<file path="src/rtl/aud_transport_if.sv">
// Control-side signal bundle between the transport controller and the
// surrounding codec/DSP/keypad logic.
interface aud_transport_if #(
    parameter int unsigned ADDR_W = 20,
    parameter int unsigned SPD_W  = 4,
    parameter int unsigned TIME_W = 8
);
    logic              i_init_fin;
    logic              i_mode;
    logic              i_loop;
    logic              i_key_start;
    logic              i_key_stop;
    logic              i_key_up;
    logic              i_key_down;
    logic [ADDR_W-1:0] i_addr;
    logic              o_init_start;
    logic [1:0]        o_ctrl;
    logic              o_mode;
    logic [SPD_W-1:0]  o_speed;
    logic [ADDR_W-1:0] o_rec_end;
    logic              o_rec_valid;
    logic [TIME_W-1:0] o_time_sec;
    logic [2:0]        o_state;

    // System side: drives keys, switches and the DSP address
    modport master (
        output i_init_fin, i_mode, i_loop, i_key_start, i_key_stop,
               i_key_up, i_key_down, i_addr,
        input  o_init_start, o_ctrl, o_mode, o_speed, o_rec_end,
               o_rec_valid, o_time_sec, o_state
    );

    // Controller side
    modport slave (
        input  i_init_fin, i_mode, i_loop, i_key_start, i_key_stop,
               i_key_up, i_key_down, i_addr,
        output o_init_start, o_ctrl, o_mode, o_speed, o_rec_end,
               o_rec_valid, o_time_sec, o_state
    );
endinterface

</file>
<file path="src/rtl/aud_transport_ctrl.sv">
// Record/playback transport controller for the WM8731 audio path:
// codec init sequencing, DSP control/speed/mode, recording end tracking
// and an elapsed-seconds counter.
module aud_transport_ctrl #(
    parameter int unsigned ADDR_W   = 20,
    parameter int unsigned SPD_W    = 4,
    parameter int unsigned SPD_MAX  = 14,
    parameter int unsigned SPD_NORM = 7,
    parameter int unsigned CLK_HZ   = 12000000,
    parameter int unsigned TIME_W   = 8
) (
    input  logic            i_clk,
    input  logic            i_rst_n,
    aud_transport_if.slave  bus
);

    localparam int unsigned SUB_W = (CLK_HZ > 1) ? $clog2(CLK_HZ) : 1;

    localparam logic [2:0] ST_INIT   = 3'd0;
    localparam logic [2:0] ST_IDLE   = 3'd1;
    localparam logic [2:0] ST_RUN    = 3'd2;
    localparam logic [2:0] ST_PAUSE  = 3'd3;
    localparam logic [2:0] ST_RELOAD = 3'd4;

    localparam logic [1:0] CTRL_NONE  = 2'd0;
    localparam logic [1:0] CTRL_RESET = 2'd1;
    localparam logic [1:0] CTRL_INC   = 2'd2;
    localparam logic [1:0] CTRL_PAUSE = 2'd3;

    localparam logic [ADDR_W-1:0] ADDR_LAST = {ADDR_W{1'b1}};
    localparam logic [SUB_W-1:0]  SUB_LAST  = SUB_W'(CLK_HZ - 1);
    localparam logic [TIME_W-1:0] TIME_LAST = {TIME_W{1'b1}};
    localparam logic [SPD_W-1:0]  SPD_TOP   = SPD_W'(SPD_MAX);
    localparam logic [SPD_W-1:0]  SPD_MID   = SPD_W'(SPD_NORM);

    logic [2:0]        state;
    logic [2:0]        state_next;
    logic              rec_load_c;
    logic              time_clr_c;

    logic              init_issued;
    logic              init_start_r;
    logic [1:0]        ctrl_r;
    logic              mode_r;
    logic [SPD_W-1:0]  speed_r;
    logic [ADDR_W-1:0] rec_end_r;
    logic              rec_valid_r;
    logic [SUB_W-1:0]  sub_r;
    logic [TIME_W-1:0] time_r;

    function automatic logic [1:0] ctrl_of(input logic [2:0] st);
        case (st)
            ST_IDLE:   ctrl_of = CTRL_RESET;
            ST_RUN:    ctrl_of = CTRL_INC;
            ST_PAUSE:  ctrl_of = CTRL_PAUSE;
            ST_RELOAD: ctrl_of = CTRL_RESET;
            default:   ctrl_of = CTRL_NONE;
        endcase
    endfunction

    // State register
    always_ff @(posedge i_clk or negedge i_rst_n) begin
        if (!i_rst_n) state <= ST_INIT;
        else          state <= state_next;
    end

    // Next-state logic; stop/end conditions take priority over start
    always_comb begin
        state_next = state;
        rec_load_c = 1'b0;
        time_clr_c = 1'b0;
        case (state)
            ST_INIT: begin
                if (bus.i_init_fin) state_next = ST_IDLE;
            end
            ST_IDLE: begin
                // Playback needs an existing recording; mode is taken live here
                if (bus.i_key_start && (bus.i_mode || rec_valid_r)) begin
                    state_next = ST_RUN;
                    time_clr_c = 1'b1;
                end
            end
            ST_RUN: begin
                if (mode_r) begin
                    if (bus.i_key_stop || (bus.i_addr == ADDR_LAST)) begin
                        state_next = ST_IDLE;
                        rec_load_c = 1'b1;
                    end else if (bus.i_key_start) begin
                        state_next = ST_PAUSE;
                    end
                end else begin
                    if (bus.i_key_stop) begin
                        state_next = ST_IDLE;
                    end else if (bus.i_addr >= rec_end_r) begin
                        state_next = bus.i_loop ? ST_RELOAD : ST_IDLE;
                    end else if (bus.i_key_start) begin
                        state_next = ST_PAUSE;
                    end
                end
            end
            ST_PAUSE: begin
                if (bus.i_key_stop) begin
                    state_next = ST_IDLE;
                    rec_load_c = mode_r;
                end else if (bus.i_key_start) begin
                    state_next = ST_RUN;
                end
            end
            ST_RELOAD: begin
                state_next = ST_RUN;
                time_clr_c = 1'b1;
            end
            default: state_next = ST_INIT;
        endcase
    end

    // Init request pulse on the first cycle after reset, and DSP control code
    always_ff @(posedge i_clk or negedge i_rst_n) begin
        if (!i_rst_n) begin
            init_issued  <= 1'b0;
            init_start_r <= 1'b0;
            ctrl_r       <= CTRL_NONE;
        end else begin
            init_issued  <= 1'b1;
            init_start_r <= !init_issued;
            ctrl_r       <= ctrl_of(state_next);
        end
    end

    // Mode follows the switch only while idle; recording end capture
    always_ff @(posedge i_clk or negedge i_rst_n) begin
        if (!i_rst_n) begin
            mode_r      <= 1'b1;
            rec_end_r   <= '0;
            rec_valid_r <= 1'b0;
        end else begin
            if (state == ST_IDLE) mode_r <= bus.i_mode;
            if (rec_load_c) begin
                rec_end_r   <= bus.i_addr;
                rec_valid_r <= 1'b1;
            end
        end
    end

    // Playback speed: saturating up/down, pinned to normal in record mode
    always_ff @(posedge i_clk or negedge i_rst_n) begin
        if (!i_rst_n) begin
            speed_r <= SPD_MID;
        end else if (mode_r) begin
            speed_r <= SPD_MID;
        end else if (bus.i_key_up && !bus.i_key_down && (speed_r != SPD_TOP)) begin
            speed_r <= speed_r + SPD_W'(1);
        end else if (bus.i_key_down && !bus.i_key_up && (speed_r != '0)) begin
            speed_r <= speed_r - SPD_W'(1);
        end
    end

    // Elapsed time: sub-second prescaler runs only in RUN, seconds saturate
    always_ff @(posedge i_clk or negedge i_rst_n) begin
        if (!i_rst_n) begin
            sub_r  <= '0;
            time_r <= '0;
        end else if (time_clr_c) begin
            sub_r  <= '0;
            time_r <= '0;
        end else if (state == ST_RUN) begin
            if (sub_r == SUB_LAST) begin
                sub_r <= '0;
                if (time_r != TIME_LAST) time_r <= time_r + TIME_W'(1);
            end else begin
                sub_r <= sub_r + SUB_W'(1);
            end
        end
    end

    assign bus.o_init_start = init_start_r;
    assign bus.o_ctrl       = ctrl_r;
    assign bus.o_mode       = mode_r;
    assign bus.o_speed      = speed_r;
    assign bus.o_rec_end    = rec_end_r;
    assign bus.o_rec_valid  = rec_valid_r;
    assign bus.o_time_sec   = time_r;
    assign bus.o_state      = state;

endmodule

</file>
<file path="src/flat_wrapper.sv">
// flat-port wrapper written by rule: the top's interface ports become plain ports
module aud_transport_ctrl_flat 
#(
    parameter int unsigned ADDR_W   = 20,
    parameter int unsigned SPD_W    = 4,
    parameter int unsigned SPD_MAX  = 14,
    parameter int unsigned SPD_NORM = 7,
    parameter int unsigned CLK_HZ   = 12000000,
    parameter int unsigned TIME_W   = 8
)
  (i_clk, i_rst_n, bus_i_init_fin, bus_i_mode, bus_i_loop, bus_i_key_start, bus_i_key_stop, bus_i_key_up, bus_i_key_down, bus_i_addr, bus_o_init_start, bus_o_ctrl, bus_o_mode, bus_o_speed, bus_o_rec_end, bus_o_rec_valid, bus_o_time_sec, bus_o_state);
  aud_transport_if #(.ADDR_W(ADDR_W), .SPD_W(SPD_W), .TIME_W(TIME_W)) bus_i ();
  input  logic i_clk;
  input  logic i_rst_n;
  input wire logic [$bits(bus_i.i_init_fin)-1:0] bus_i_init_fin;
  input wire logic [$bits(bus_i.i_mode)-1:0] bus_i_mode;
  input wire logic [$bits(bus_i.i_loop)-1:0] bus_i_loop;
  input wire logic [$bits(bus_i.i_key_start)-1:0] bus_i_key_start;
  input wire logic [$bits(bus_i.i_key_stop)-1:0] bus_i_key_stop;
  input wire logic [$bits(bus_i.i_key_up)-1:0] bus_i_key_up;
  input wire logic [$bits(bus_i.i_key_down)-1:0] bus_i_key_down;
  input wire logic [$bits(bus_i.i_addr)-1:0] bus_i_addr;
  output wire logic [$bits(bus_i.o_init_start)-1:0] bus_o_init_start;
  output wire logic [$bits(bus_i.o_ctrl)-1:0] bus_o_ctrl;
  output wire logic [$bits(bus_i.o_mode)-1:0] bus_o_mode;
  output wire logic [$bits(bus_i.o_speed)-1:0] bus_o_speed;
  output wire logic [$bits(bus_i.o_rec_end)-1:0] bus_o_rec_end;
  output wire logic [$bits(bus_i.o_rec_valid)-1:0] bus_o_rec_valid;
  output wire logic [$bits(bus_i.o_time_sec)-1:0] bus_o_time_sec;
  output wire logic [$bits(bus_i.o_state)-1:0] bus_o_state;
  assign bus_i.i_init_fin = bus_i_init_fin;
  assign bus_i.i_mode = bus_i_mode;
  assign bus_i.i_loop = bus_i_loop;
  assign bus_i.i_key_start = bus_i_key_start;
  assign bus_i.i_key_stop = bus_i_key_stop;
  assign bus_i.i_key_up = bus_i_key_up;
  assign bus_i.i_key_down = bus_i_key_down;
  assign bus_i.i_addr = bus_i_addr;
  assign bus_o_init_start = bus_i.o_init_start;
  assign bus_o_ctrl = bus_i.o_ctrl;
  assign bus_o_mode = bus_i.o_mode;
  assign bus_o_speed = bus_i.o_speed;
  assign bus_o_rec_end = bus_i.o_rec_end;
  assign bus_o_rec_valid = bus_i.o_rec_valid;
  assign bus_o_time_sec = bus_i.o_time_sec;
  assign bus_o_state = bus_i.o_state;
  aud_transport_ctrl #(.ADDR_W(ADDR_W), .SPD_W(SPD_W), .SPD_MAX(SPD_MAX), .SPD_NORM(SPD_NORM), .CLK_HZ(CLK_HZ), .TIME_W(TIME_W)) u_core (.i_clk(i_clk), .i_rst_n(i_rst_n), .bus(bus_i));
endmodule
</file>
<file path="config.mk">
export PLATFORM = sky130hd
export DESIGN_NAME = aud_transport_ctrl_flat
export DESIGN_NICKNAME = d
export VERILOG_FILES = /design/src/rtl/aud_transport_if.sv /design/src/rtl/aud_transport_ctrl.sv /design/src/flat_wrapper.sv
export SDC_FILE = /design/constraint.sdc
export NUM_CORES = 1
export LEC_CHECK = 0
export ABC_AREA = 1
export ABC_CLOCK_PERIOD_IN_PS = 2900
export BUFFER_PORTS_ARGS = -buffer_cell sky130_fd_sc_hd__buf_2
export CORE_MARGIN = 2
export CORE_UTILIZATION = 55
export DETAILED_ROUTE_END_ITERATION = 7
export GPL_TIMING_DRIVEN = 0
export HOLD_SLACK_MARGIN = 0.15
export PLACE_DENSITY_LB_ADDON = 0.3
export SKIP_LAST_GASP = 1
export SLEW_MARGIN = 15
export SYNTH_ARGS = -nofsm -noshare
export SYNTH_HDL_FRONTEND = slang
export SYNTH_SLANG_ARGS = --single-unit
</file>
<file path="constraint.sdc">
create_clock -name i_clk -period 2.9 [get_ports i_clk]
set_input_delay 0.145 -clock i_clk [delete_from_list [all_inputs] [get_ports i_clk]]
set_output_delay 0.145 -clock i_clk [all_outputs]
set_load 0.01 [all_outputs]
</file>
Word-level counts from Yosys, hierarchy flattened
Index checks and enable logic that the tools add are counted.
{ "totals": {"inputBits": 29, "ff_bits": 65, "wordCells": 73, "output_inout_bits": 40} }
{ "classes": {"eq_ne": 12, "addsub": 4, "reduce_logical": 18, "magnitude_cmp": 1, "n_mux": 28} }
{ "op_table": {"columns": ["cell", "count"], "rows": [
  ["$mux 24", 3],
  ["$mux 8", 4],
  ["$mux 3", 10],
  ["$add 24x1->24 const B", 1],
  ["$eq 24x24->1 const B", 1],
  ["$eq 20x20->1 const B", 1],
  ["$ge 20x20->1", 1],
  ["$pmux 3 s5", 1],
  ["$eq 3x2->1 const B", 4],
  ["$mux 4", 3],
  ["$add 8x1->8 const B", 1],
  ["$ne 8x8->1 const B", 1],
  ["$eq 3x1->1 const B", 2],
  ["$eq 3x3->1 const B", 2],
  ["$pmux 2 s3", 1],
  ["$reduce_bool 2->1", 3],
  ["$logic_and 1x1->1", 5],
  ["$add 4x1->4 const B", 1],
  ["$mux 1", 4],
  ["$ne 4x4->1 const B", 1],
  ["$pmux 1 s2", 2],
  ["$reduce_bool 4->1", 1],
  ["$sub 4x1->4 const B", 1],
  ["$logic_not 1->1", 3],
  ["other kinds (5)", 6]
]} }

Depth between registers and ports, before layout
Gate-level depths: netlist of the first run.
{ "depth": {"depth_word": 8, "ltp_mapped": 17} }

Worst setup path before layout of the first run
No wires, ideal clock.
{ "synth_path": {"kind": "flip-flop to flip-flop", "startpoint": "register u_core.speed_r[0] (netlist: u_core.bus.o_speed[0])", "endpoint": "register u_core.speed_r[3] (netlist: u_core.bus.o_speed[3])", "path_stages_with_launch": 9, "path_slack_ns": 1.007, "setup_time_ns": 0.095, "arrival_ns": 1.797, "period_less_slack_ns": 1.893, "t_required_ns": 2.805, "path_cell_list": "dfstp_2 > inv_1 > nand4_1 > nand3_1 > ha_1 > a21oi_1 > o21ai_0 > xor2_1 > o31ai_1"} }
{ "synth_via": {"elab_chain_len": 4} }
{ "synth_lines": {"columns": ["element", "line", "source"], "rows": [
  ["start: declaration", "aud_transport_ctrl.sv:45", "logic [SPD_W-1:0] speed_r;"],
  ["start signal: assignment", "aud_transport_ctrl.sv:152", "speed_r <= speed_r + SPD_W'(1);"],
  ["start signal: assignment", "aud_transport_ctrl.sv:154", "speed_r <= speed_r - SPD_W'(1);"],
  ["$sub 4x1->4 / $ne 4x4->1 (equally long branches)", "aud_transport_ctrl.sv:154, aud_transport_ctrl.sv:151", null],
  ["$mux 4 / $logic_and 1x1->1 (equally long branches)", "aud_transport_ctrl.sv:153, aud_transport_ctrl.sv:151", null],
  ["$mux 4", "aud_transport_ctrl.sv:151", "end else if (bus.i_key_up && !bus.i_key_down && (speed_r != SPD_TOP)) begin"],
  ["$mux 4", "aud_transport_ctrl.sv:149", "end else if (mode_r) begin"]
]} }
Parallel ways exist; a longest one is shown, timed or not. The select of a mux whose other input is x is not followed.
A chain may end at the register's enable or synchronous reset.

Worst setup path after layout of the first run
Ends and elaborated chain as after synthesis.

==> run metrics, run 1 <==
status=completed; area taken by multi-input logic gates=1980 µm²; Worst Path Required=3160 ps; post-synthesis average cell area=7.84 µm²; period utilization=70.9%; Tightest Pin Transition=593 ps; most common cell after layout, fill and taps aside=nand2_1; number of buffers inserted by post-CTS setup repair=0; num rows=30; area share of the leading cell type in the synthesized netlist=38.5%; vertical die dimension=88.9 µm; layout cells sized above 1=20.1%; Post-CTS Resized=0; pin count of the biggest net entering global routing=42; routed length per instance=13.0 µm; power per standard cell area=814 nW/µm²; antenna violations before repair=0; GRT busiest layer=met2; peak supply drop=0.520 mV; floorplan die area=7900 µm²; arrival time worst endpoint=2310 ps; number of remaining DRC errors=0; Netlist cell types=38; Rel. slew slack=60.1%; part of the power in the clock network=16.7%; setup tns final=0 ps; family with the most delay on the worst path=flip-flops; f_max=0.486 GHz; final-report hold violation count=0; CP max stage delay=570 ps; TritonCTS clock tree=done; starting DRC count in detailed routing=214; Post-Syn Area=3960 µm²; final count of negative-setup-slack endpoints=0; clock slew seen by the registers of the worst setup and hold paths=70 ps; DRT Wirelength=9210 µm; Area Overhead vs Synth=22.1%; number of buffers added by the clock tree synthesis step=9; total buffers and inverters traversed by the critical path=1; source-to-sink clock delay at the later pin of the worst-skew pair=350 ps; number of nets still failing antenna checks after routing=0; Starting Density=57.7%; post-route minimum period=2060 ps; proportion of power drawn by flip-flops and latches=37.0%; path category of the worst min-delay check=primary input to flop; synthesis-stage register bit count=65; global routing met1 resource utilization=30.6%; Max-Cap Viols=0; grt ovf=0; master cell of the clock root buffer=clkbuf_8; final worst hold slack=191 ps; router iterations before antenna repair=5; Gate power share=46.2%; crit-path max FO=5; Worst Setup End Kind=flop; met2 track demand over resource=44.6%; # IOs=69; buffers added on ports=68; Syn. warnings=0; area of the core region=6870 µm²; cell type with the largest total area after synthesis=dfrtp_1; most used cells in the layout excluding fill and tap cells=118 x nand2_1, 75 x inv_1, 70 x buf_2; chip width=88.9 µm; dominant cells by area after synthesis=dfrtp_1 39%, nand2_1 11%, ha_1 7.6%, inv_1 7.1%, o21ai_0 3.9%; cells traversed along the worst timing path=inv_1 -> nand4_1 -> nand3_1 -> ha_1 -> a21oi_1 -> o21ai_0 -> xor2_1 -> o31ai_1; Final Max Tran Viols=0; sequential cell area=1630 µm²; total half-perimeter wirelength after legalization and detailed placement=6710 µm; last weighted congestion value of the routability-driven placer=0.902; routed via count=3716; Synth Instances=505; startpoint type of the worst setup path=flop; Avg Vias per Cell=5.25; net total in the final layout=662; all-layer global routing usage=25.9%; Critical-path top delay cell=dfstp_2; Filler cells=541; Worst Skew=12.6 ps; met3 track demand over resource=8.21%; number of global-route vias before repair=3697; Hold-fix buffers, CTS=23; unrepaired setup endpoints after global routing=no; # diodes=0; Net Sw Frac=42.1%; Power Internal=2.28 mW; first-pass GRT wire length=16100 µm; net switching power figure=1.66 mW; largest buffer count on any clock path=2; CTS H-Tree Depth=3; type of the setup path with the least slack=flop to flop; number of sinks on the clock net=65; Leakage Power=2.49 nW; share of synthesized area occupied by flip-flops and latches=41.2%; Net Count, Synth=559
[synthesized netlist by cell type]
master and count:
nand3b_1 5, nor4_2 1, nor3_2 3, o21ai_0 31, nor2_1 38, ha_1 24
dfstp_2 4, nor3_1 14, a221oi_1 1, buf_6 2, inv_2 1, o21ai_2 8
nand2_2 5, nand4_1 17, o31ai_1 2, nor4_1 3, a21oi_1 21, or2_2 7
clkbuf_1 2, nor3b_1 1, buf_4 1, inv_1 75, fa_1 1, a32o_1 1
nand2_4 3, nor2_4 1, o21ai_1 2, inv_6 1, xor2_1 11, xnor2_1 3
nand3_1 29, dfrtp_1 61, buf_2 3, nand2_1 118, o21a_1 2, nor2_2 1
conb_1 1, a31oi_1 1
[registers in the layout, indices dropped and copies added (netlist names)]
| name | cells |
|---|---|
| u_core.bus.o_state | 3 |
| u_core.bus.o_ctrl | 2 |
| u_core.bus.o_rec_end | 20 |
| u_core.bus.o_speed | 4 |
| u_core.sub_r | 24 |
| u_core.bus.o_init_start | 1 |
| u_core.bus.o_mode | 1 |
| u_core.bus.o_time_sec | 8 |
| u_core.init_issued | 1 |
| u_core.bus.o_rec_valid | 1 |
[tightest hold or removal path, stage by stage]
cell	delay (ps)
buf_2	110
a21oi_1	120
a221oi_1	70
nand2_1	70
[logic make-up (layout without fill, tap and decap cells)]
logic type / Yosys count / in the layout / share of synthesized area [%]
flops: 65 / 65 / 41.2
xor+xnor: 14 / 14 / 3.10
fa+ha+maj: 25 / 25 / 8.09
other cells: 1 / 1 / 0.0947
simple gates: 246 / 246 / 28.8
buf+inv: 85 / 192 / 8.75
compound gates: 69 / 69 / 9.98
[area by class of cell]
| type | count | area share, % |
|---|---|---|
| clock inverters | 3 | 0.362 |
| flip-flops and latches | 65 | 33.7 |
| well taps | 96 | 2.48 |
| plain buffers | 8 | 1.09 |
| repair buffers | 92 | 12.3 |
| multi-input cells | 355 | 41.0 |
| clock buffers | 12 | 3.00 |
| inverters | 77 | 6.08 |
[per-stage QoR]
stage,total power [mW],util (%),instance area (µm²),worst slack [ps],cells
CTS,3.95,70.4,4840,841,708
finish,3.94,70.4,4840,844,708
floorplan,2.66,-,3960,1010,505
global route,4.29,70.4,4840,672,708
global placement,3.18,64.4,4420,907,669
detailed placement,3.25,64.7,4440,869,670
[power by group through the flow]
stage	registers (mW)	logic, mW	clock network (mW)
after floorplan	1.56	1.10	0
after global placement	1.46	1.72	0
after detailed placement	1.47	1.79	0
after CTS	1.46	1.82	0.672
after global routing	1.50	2.07	0.716
final	1.46	1.82	0.659
[layer usage]
metal | vias to the layer above | part of all wire [%]
li1 | 1846 | -
met1 | 1753 | 42
met2 | 96 | 51
met3 | 21 | 5.1
met4 | 0 | 1.9
met5 | - | 0
[path summary, 6_finish.rpt]
kind	from	to	slack [ps]	cells past startpoint
max	u_core.bus.o_speed[0]$_DFFE_PN1P_	u_core.bus.o_speed[3]$_DFFE_PN0P_	840	8
min	bus_i_key_start	u_core.bus.o_state[0]$_DFF_PN0_	190	4
max reg2reg	u_core.bus.o_speed[0]$_DFFE_PN1P_	u_core.bus.o_speed[3]$_DFFE_PN0P_	840	8
min reg2reg	u_core.init_issued$_DFF_PN0_	u_core.bus.o_init_start$_DFF_PN0_	390	1
max in group asynchronous	i_rst_n	u_core.bus.o_rec_end[6]$_DFFE_PN0P_	2130	3
min in group asynchronous	i_rst_n	u_core.bus.o_rec_end[3]$_DFFE_PN0P_	250	2
Power figures use the tool's default switching activity.
==> run 2, diff against run 1 <==
--- a/config.mk
+++ b/config.mk
@@ -6,7 +6,7 @@
 export NUM_CORES = 1
 export LEC_CHECK = 0
 export ABC_AREA = 1
-export ABC_CLOCK_PERIOD_IN_PS = 2900
+export ABC_CLOCK_PERIOD_IN_PS = 2000
 export BUFFER_PORTS_ARGS = -buffer_cell sky130_fd_sc_hd__buf_2
 export CORE_MARGIN = 2
 export CORE_UTILIZATION = 55
==> constraint.sdc (replaced) <==
create_clock -name i_clk -period 2 [get_ports i_clk]
set_input_delay 0.1 -clock i_clk [delete_from_list [all_inputs] [get_ports i_clk]]
set_output_delay 0.1 -clock i_clk [all_outputs]
set_load 0.01 [all_outputs]
==> run metrics, run 2 (same netlist as run 1, synthesis figures left out) <==
Starting Density=57.7% (unchanged); starting DRC count in detailed routing=227 (+6.1%); Gate power share=47.5% (+1.3 points); power per standard cell area=1190 nW/µm² (+46%); proportion of power drawn by flip-flops and latches=36.2% (-0.8 points); DP Area=4440 µm² (unchanged); most common cell after layout, fill and taps aside=nand2_1; Finished Cell Area=4950 µm² (+2.4%); Rel. slew slack=61.8% (+1.7 points); final count of negative-setup-slack endpoints=0 (unchanged); final-report hold violation count=0 (unchanged); cells traversed along the worst timing path=buf_4 -> nand3_1 -> nor2_1 -> nand2_1 -> nor4_2 -> nand4_1 -> xor2_1 -> nor2_1; status=completed; net total in the final layout=666 (+0.60%); Final Non-Filler Cells=712 (+0.56%); crit-path max FO=5 (unchanged); master cell of the clock root buffer=clkbuf_8; arrival time worst endpoint=2170 ps (-140 ps); met3 track demand over resource=8.30% (+0.093 points); sum of internal, switching and leakage power=5.89 mW (+49%); largest buffer count on any clock path=2 (unchanged); area of the core region=6870 µm² (unchanged); Worst Path Required=2230 ps (-930 ps); layout cells sized above 1=23.2% (+3.1 points); chip width=88.9 µm (unchanged); num rows=30 (unchanged); cell count after placement=670 (unchanged); global routing met1 resource utilization=30.8% (+0.24 points); Final Max Tran Viols=0 (unchanged); period utilization=97.1% (+26 points); Worst Setup End Kind=flop; router iterations before antenna repair=5 (unchanged); floorplan die area=7900 µm² (unchanged); minimum setup slack in the final design=57.4 ps (-786 ps); sequential cell area=1630 µm² (unchanged); path category of the worst min-delay check=primary input to flop; Power Internal=3.40 mW (+49%); register bank with the most flops=u_core.sub_r; Net Sw Frac=42.3% (+0.21 points); post-route minimum period=1940 ps (-114 ps); startpoint type of the worst setup path=flop; Leakage Power=2.53 nW (+1.5%); Worst Skew=12.1 ps (-0.502 ps); all-layer global routing usage=26.0% (+0.12 points); antenna violations before repair=0 (unchanged); met2 track demand over resource=44.7% (+0.068 points); setup tns final=0 ps (unchanged); Critical-path top delay cell=nor4_2; TritonCTS clock tree=done; Avg Vias per Cell=5.28 (+0.64%); clock slew seen by the registers of the worst setup and hold paths=70 ps (about the same); number of nets still failing antenna checks after routing=0 (unchanged); type of the setup path with the least slack=flop to flop; CP max stage delay=440 ps (-130 ps); Largest register FFs=24 (unchanged); DRT Wirelength=9380 µm (+1.9%); number of sinks on the clock net=65 (unchanged); # IOs=69 (unchanged); pin count of the biggest net entering global routing=42 (unchanged); number of buffers added by the clock tree synthesis step=9 (unchanged); Area Overhead vs Synth=25.0%; vertical die dimension=88.9 µm (unchanged); area taken by multi-input logic gates=2060 µm² (+4.0%); f_max=0.515 GHz (+5.9%); unrepaired setup endpoints after global routing=yes; routed length per instance=13.2 µm (+1.3%); final worst hold slack=173 ps (-18.1 ps); most used cells in the layout excluding fill and tap cells=116 x nand2_1, 74 x inv_1, 70 x buf_2; number of remaining DRC errors=0 (unchanged); grt ovf=0 (unchanged); Tightest Pin Transition=568 ps (-24.9 ps); pre-CTS setup slack=-30.8 ps (-900 ps); net switching power figure=2.49 mW (+50%); core utilization of the finished layout=72.1% (+1.7 points); total half-perimeter wirelength after legalization and detailed placement=6710 µm (unchanged); family with the most delay on the worst path=simple AND/OR/NAND/NOR gates; source-to-sink clock delay at the later pin of the worst-skew pair=340 ps (about the same); first-pass GRT wire length=16200 µm (+0.60%); total buffers and inverters traversed by the critical path=1 (unchanged); last weighted congestion value of the routability-driven placer=0.902 (unchanged); routed via count=3761 (+1.2%); Max-Cap Viols=0 (unchanged); GRT busiest layer=met2; Filler cells=521 (-3.7%); part of the power in the clock network=16.2% (-0.5 points); number of global-route vias before repair=3722 (+0.68%); CTS H-Tree Depth=3 (unchanged); buffers added on ports=68 (unchanged); peak supply drop=0.779 mV (+50%); most used cell, CP=nor2_1; # diodes=0 (unchanged)
## run 2: cell count changes in the layout (fill, tap and decap cells not counted), moves of 3 or more
cell / change
nand3_2: +5
buf_4: +3
nor2_1: -4
nand3_1: -5
## run 2: final timing paths
path	slack (ps)	cells after the start	startpoint	end
max in group asynchronous	1270	3	i_rst_n	u_core.sub_r[8]$_DFFE_PN0P_
worst min-delay path	170	4	bus_i_key_start	u_core.bus.o_ctrl[0]$_DFF_PN0_
worst max-delay path	60	8	u_core.sub_r[0]$_DFFE_PN0P_	u_core.sub_r[23]$_DFFE_PN0P_
worst max register to register	60	8	u_core.sub_r[0]$_DFFE_PN0P_	u_core.sub_r[23]$_DFFE_PN0P_
worst min register to register	390	1	u_core.init_issued$_DFF_PN0_	u_core.bus.o_init_start$_DFF_PN0_
min in group asynchronous	210	2	i_rst_n	u_core.bus.o_rec_end[3]$_DFFE_PN0P_
## run 2: what timing repair did
item,CTS,global route
pin swaps,0,4
setup buffers,0,3
gates resized for setup,1,22
setup endpoints to repair,1,37
hold buffers,24,0
endpoints found under the hold margin,88,0
## run 2: final cells by class
cell class,instances,share of cell area (%)
repair buffers,96,12.6
clock inverters,3,0.354
plain buffers,8,1.11
well taps,96,2.43
multi-input cells,355,41.6
clock buffers,12,2.93
inverters,77,5.94
flip-flops and latches,65,33.0
## run 2: worst reg2reg max path: cells and delay by family, from the launching register on
family                    cells  cell delay, ps
and+or+nand+nor               6            1080
DFF                           1             420
xor gates and xnor gates      1             190
buffers and inverters         1             150
## run 2: power groups by stage
stage	clock, mW	combinational [mW]	sequential [mW]
2_1_floorplan	0	1.60	2.26
3_3_place_gp	0	2.49	2.11
3_5_place_dp	0	2.59	2.13
4_1_cts	0.975	2.66	2.11
5_1_grt	1.04	3.17	2.19
6_report	0.955	2.80	2.13
## run 2: metal layers
layer | vias up | routed length [µm]
met5 | - | 0
met4 | 0 | 172
met3 | 21 | 491
met2 | 103 | 4770
met1 | 1780 | 3950
li1 | 1857 | -
==> run 3, diff against run 2 <==
--- a/config.mk
+++ b/config.mk
@@ -7,10 +7,10 @@
 export LEC_CHECK = 0
 export ABC_AREA = 1
 export ABC_CLOCK_PERIOD_IN_PS = 2000
-export BUFFER_PORTS_ARGS = -buffer_cell sky130_fd_sc_hd__buf_2
 export CORE_MARGIN = 2
 export CORE_UTILIZATION = 55
 export DETAILED_ROUTE_END_ITERATION = 7
+export DONT_BUFFER_PORTS = 1
 export GPL_TIMING_DRIVEN = 0
 export HOLD_SLACK_MARGIN = 0.15
 export PLACE_DENSITY_LB_ADDON = 0.3
==> run metrics, run 3 (same netlist as run 1, synthesis figures left out) <==
CTS H-Tree Depth=3 (unchanged); floorplan die area=7900 µm² (unchanged); vertical die dimension=88.9 µm (unchanged); final count of negative-setup-slack endpoints=0 (unchanged); antenna violations before repair=0 (unchanged); layout cells sized above 1=16.9% (-6.3 points); number of remaining DRC errors=0 (unchanged); number of sinks on the clock net=65 (unchanged); period utilization=97.3% (+0.22 points); # IOs=69 (unchanged); number of buffers added by the clock tree synthesis step=9 (unchanged); source-to-sink clock delay at the later pin of the worst-skew pair=360 ps (+20 ps); buffers added on ports=0 (-100%); uppermost signal routing layer after detailed routing=met4; router iterations before antenna repair=5 (unchanged); Worst Setup End Kind=flop; arrival time worst endpoint=2190 ps (+20 ps); sum of internal, switching and leakage power=5.89 mW (+0.14%); chip width=88.9 µm (unchanged); type of the setup path with the least slack=flop to flop; WL met1=4010 µm (+1.6%); # diodes=0 (unchanged); Max-Cap Viols=0 (unchanged); R2R cell count=14 (+6); number of cells on the worst hold path=4 (unchanged); last weighted congestion value of the routability-driven placer=0.924 (+2.4%); pin count of the biggest net entering global routing=66 (+57%); Largest register FFs=24 (unchanged); number of nets still failing antenna checks after routing=0 (unchanged); number of global-route vias before repair=3491 (-6.2%); pre-CTS setup slack=-110 ps (-79.6 ps); power per standard cell area=1240 nW/µm² (+3.9%); capturing point of the worst reg2reg path=u_core.bus.o_ctrl[0]$_DFF_PN0_; master cell of the clock root buffer=clkbuf_8; starting DRC count in detailed routing=259 (+14%); largest buffer count on any clock path=2 (unchanged); final-report hold violation count=0 (unchanged); num rows=30 (unchanged); unrepaired setup endpoints after global routing=yes; status=completed; net total in the final layout=600 (-9.9%); Filler cells=516 (-0.96%); Final Non-Filler Cells=647 (-9.1%); routed via count=3567 (-5.2%); path category of the worst min-delay check=primary input to flop; most common cell after layout, fill and taps aside=nand2_1; routed length per instance=15.0 µm (+14%); Worst Skew=11.5 ps (-0.606 ps); most used cells in the layout excluding fill and tap cells=112 x nand2_1, 70 x inv_1, 59 x dfrtp_1; Area Overhead vs Synth=20.4%; Final Max Tran Viols=0 (unchanged); cell count after placement=601 (-10%); clock slew seen by the registers of the worst setup and hold paths=70 ps (about the same); all-layer global routing usage=24.7% (-1.3 points); DRT Wirelength=9740 µm (+3.8%); metal3 WL=505 µm (+2.9%); grt ovf=0 (unchanged); Leakage Power=2.28 nW (-9.9%); minimum setup slack in the final design=53.1 ps (-4.31 ps); WHS Endpoint=u_core.bus.o_speed[2]$_DFFE_PN1P_; post-route minimum period=1950 ps (+4.31 ps); area of the core region=6870 µm² (unchanged); peak supply drop=0.980 mV (+26%); Worst Path Required=2240 ps (about the same); register bank with the most flops=u_core.sub_r; Starting Density=57.7% (unchanged); slack of the worst reg-to-reg path=50 ps (about the same); first-pass GRT wire length=15200 µm (-6.1%); detailed route wirelength on metal2=5030 µm (+5.6%); f_max=0.514 GHz (-0.22%); beginning of the worst hold path=bus_i_key_up; Rel. slew slack=61.1% (-0.76 points); startpoint type of the worst setup path=flop; crit-path max FO=4 (-1); Avg Vias per Cell=5.51 (+4.4%); TritonCTS clock tree=done; total half-perimeter wirelength after legalization and detailed placement=6340 µm (-5.4%); Tightest Pin Transition=579 ps (+11.3 ps); FF-to-FF Start=u_core.bus.o_rec_end[15]$_DFFE_PN0P_
## run 3: changes by cell type in the layout (fill, tap and decap cells not counted), sizes merged
cell         change
dlygate4sd3      +4
buf             -70
clkinv           +2
clkinvlp         -1
clkbuf           -1
bufinv           +1
## run 3: power by group
part           internal, mW  leakage, nW  total (mW)  switching [mW]
combinational         0.951         1.35        2.32            1.37
clock                 0.639        0.109        1.16           0.519
sequential             1.76        0.821        2.42           0.651
total                  3.35         2.28        5.89            2.54
## run 3: worst max path at each step
stage | startpoint | end | depth (start not counted)
after floorplan | u_core.bus.o_speed[0]$_DFFE_PN1P_ | u_core.bus.o_speed[3]$_DFFE_PN0P_ | 8
after detailed placement | u_core.bus.o_speed[0]$_DFFE_PN1P_ | u_core.bus.o_speed[3]$_DFFE_PN0P_ | 8
after global placement | u_core.bus.o_speed[0]$_DFFE_PN1P_ | u_core.bus.o_speed[3]$_DFFE_PN0P_ | 8
after global routing | u_core.bus.o_rec_end[15]$_DFFE_PN0P_ | u_core.bus.o_ctrl[0]$_DFF_PN0_ | 14
after CTS | u_core.bus.o_speed[0]$_DFFE_PN1P_ | u_core.bus.o_speed[3]$_DFFE_PN0P_ | 8
final | u_core.bus.o_rec_end[15]$_DFFE_PN0P_ | u_core.bus.o_ctrl[0]$_DFF_PN0_ | 14
## run 3: routing by layer
| metal | up-vias | global-route usage (%) |
|---|---|---|
| li1 | 1725 | - |
| met1 | 1712 | 29.6 |
| met2 | 110 | 42.9 |
| met3 | 20 | 5.60 |
| met4 | 0 | 9.92 |
| met5 | - | 0 |
## run 3: what timing repair did
action,CTS,global route
gates cloned,0,0
buffers inserted,0,1
pin swaps,0,9
endpoints found under the hold margin,91,2
endpoints found under the setup margin,3,37
gates resized for setup,2,38
hold buffers,28,1
## run 3: area by class of cell
type	count	area, µm²	share of cell area, %
Clock inverter	5	53.8	1.13
Inverter	77	294	6.16
Sequential cell	65	1630	34.3
Timing Repair Buffer	30	315	6.61
Clock buffer	11	151	3.17
Tap cell	96	120	2.52
Buffer	8	52.6	1.10
Multi-Input combinational cell	355	2150	45.0
## run 3: metrics by stage
| stage | area, µm² | util (%) | hold WS (ps) | setup TNS, ps |
|---|---|---|---|---|
| floorplan | 3960 | - | -196 | 0 |
| global placement | 4080 | 59.4 | -192 | -26.3 |
| detailed placement | 4080 | 59.4 | -193 | -128 |
| CTS | 4590 | 66.8 | 182 | -40.7 |
| global route | 4770 | 69.4 | 177 | -153 |
| finish | 4770 | 69.4 | 162 | 0 |
## run 3: critical path, stage by stage (launching register included)
cell and delay [ps]:
dfrtp_1 430, inv_1 150, ha_4 230, nand2_2 90, inv_1 40, nand2_1 80, nand2_1 70, nand2_1 80
nand3_2 90, nor2_4 150, nand3_2 100, nand2_1 70, nand3_1 70, nand2_2 100, nand3_2 70
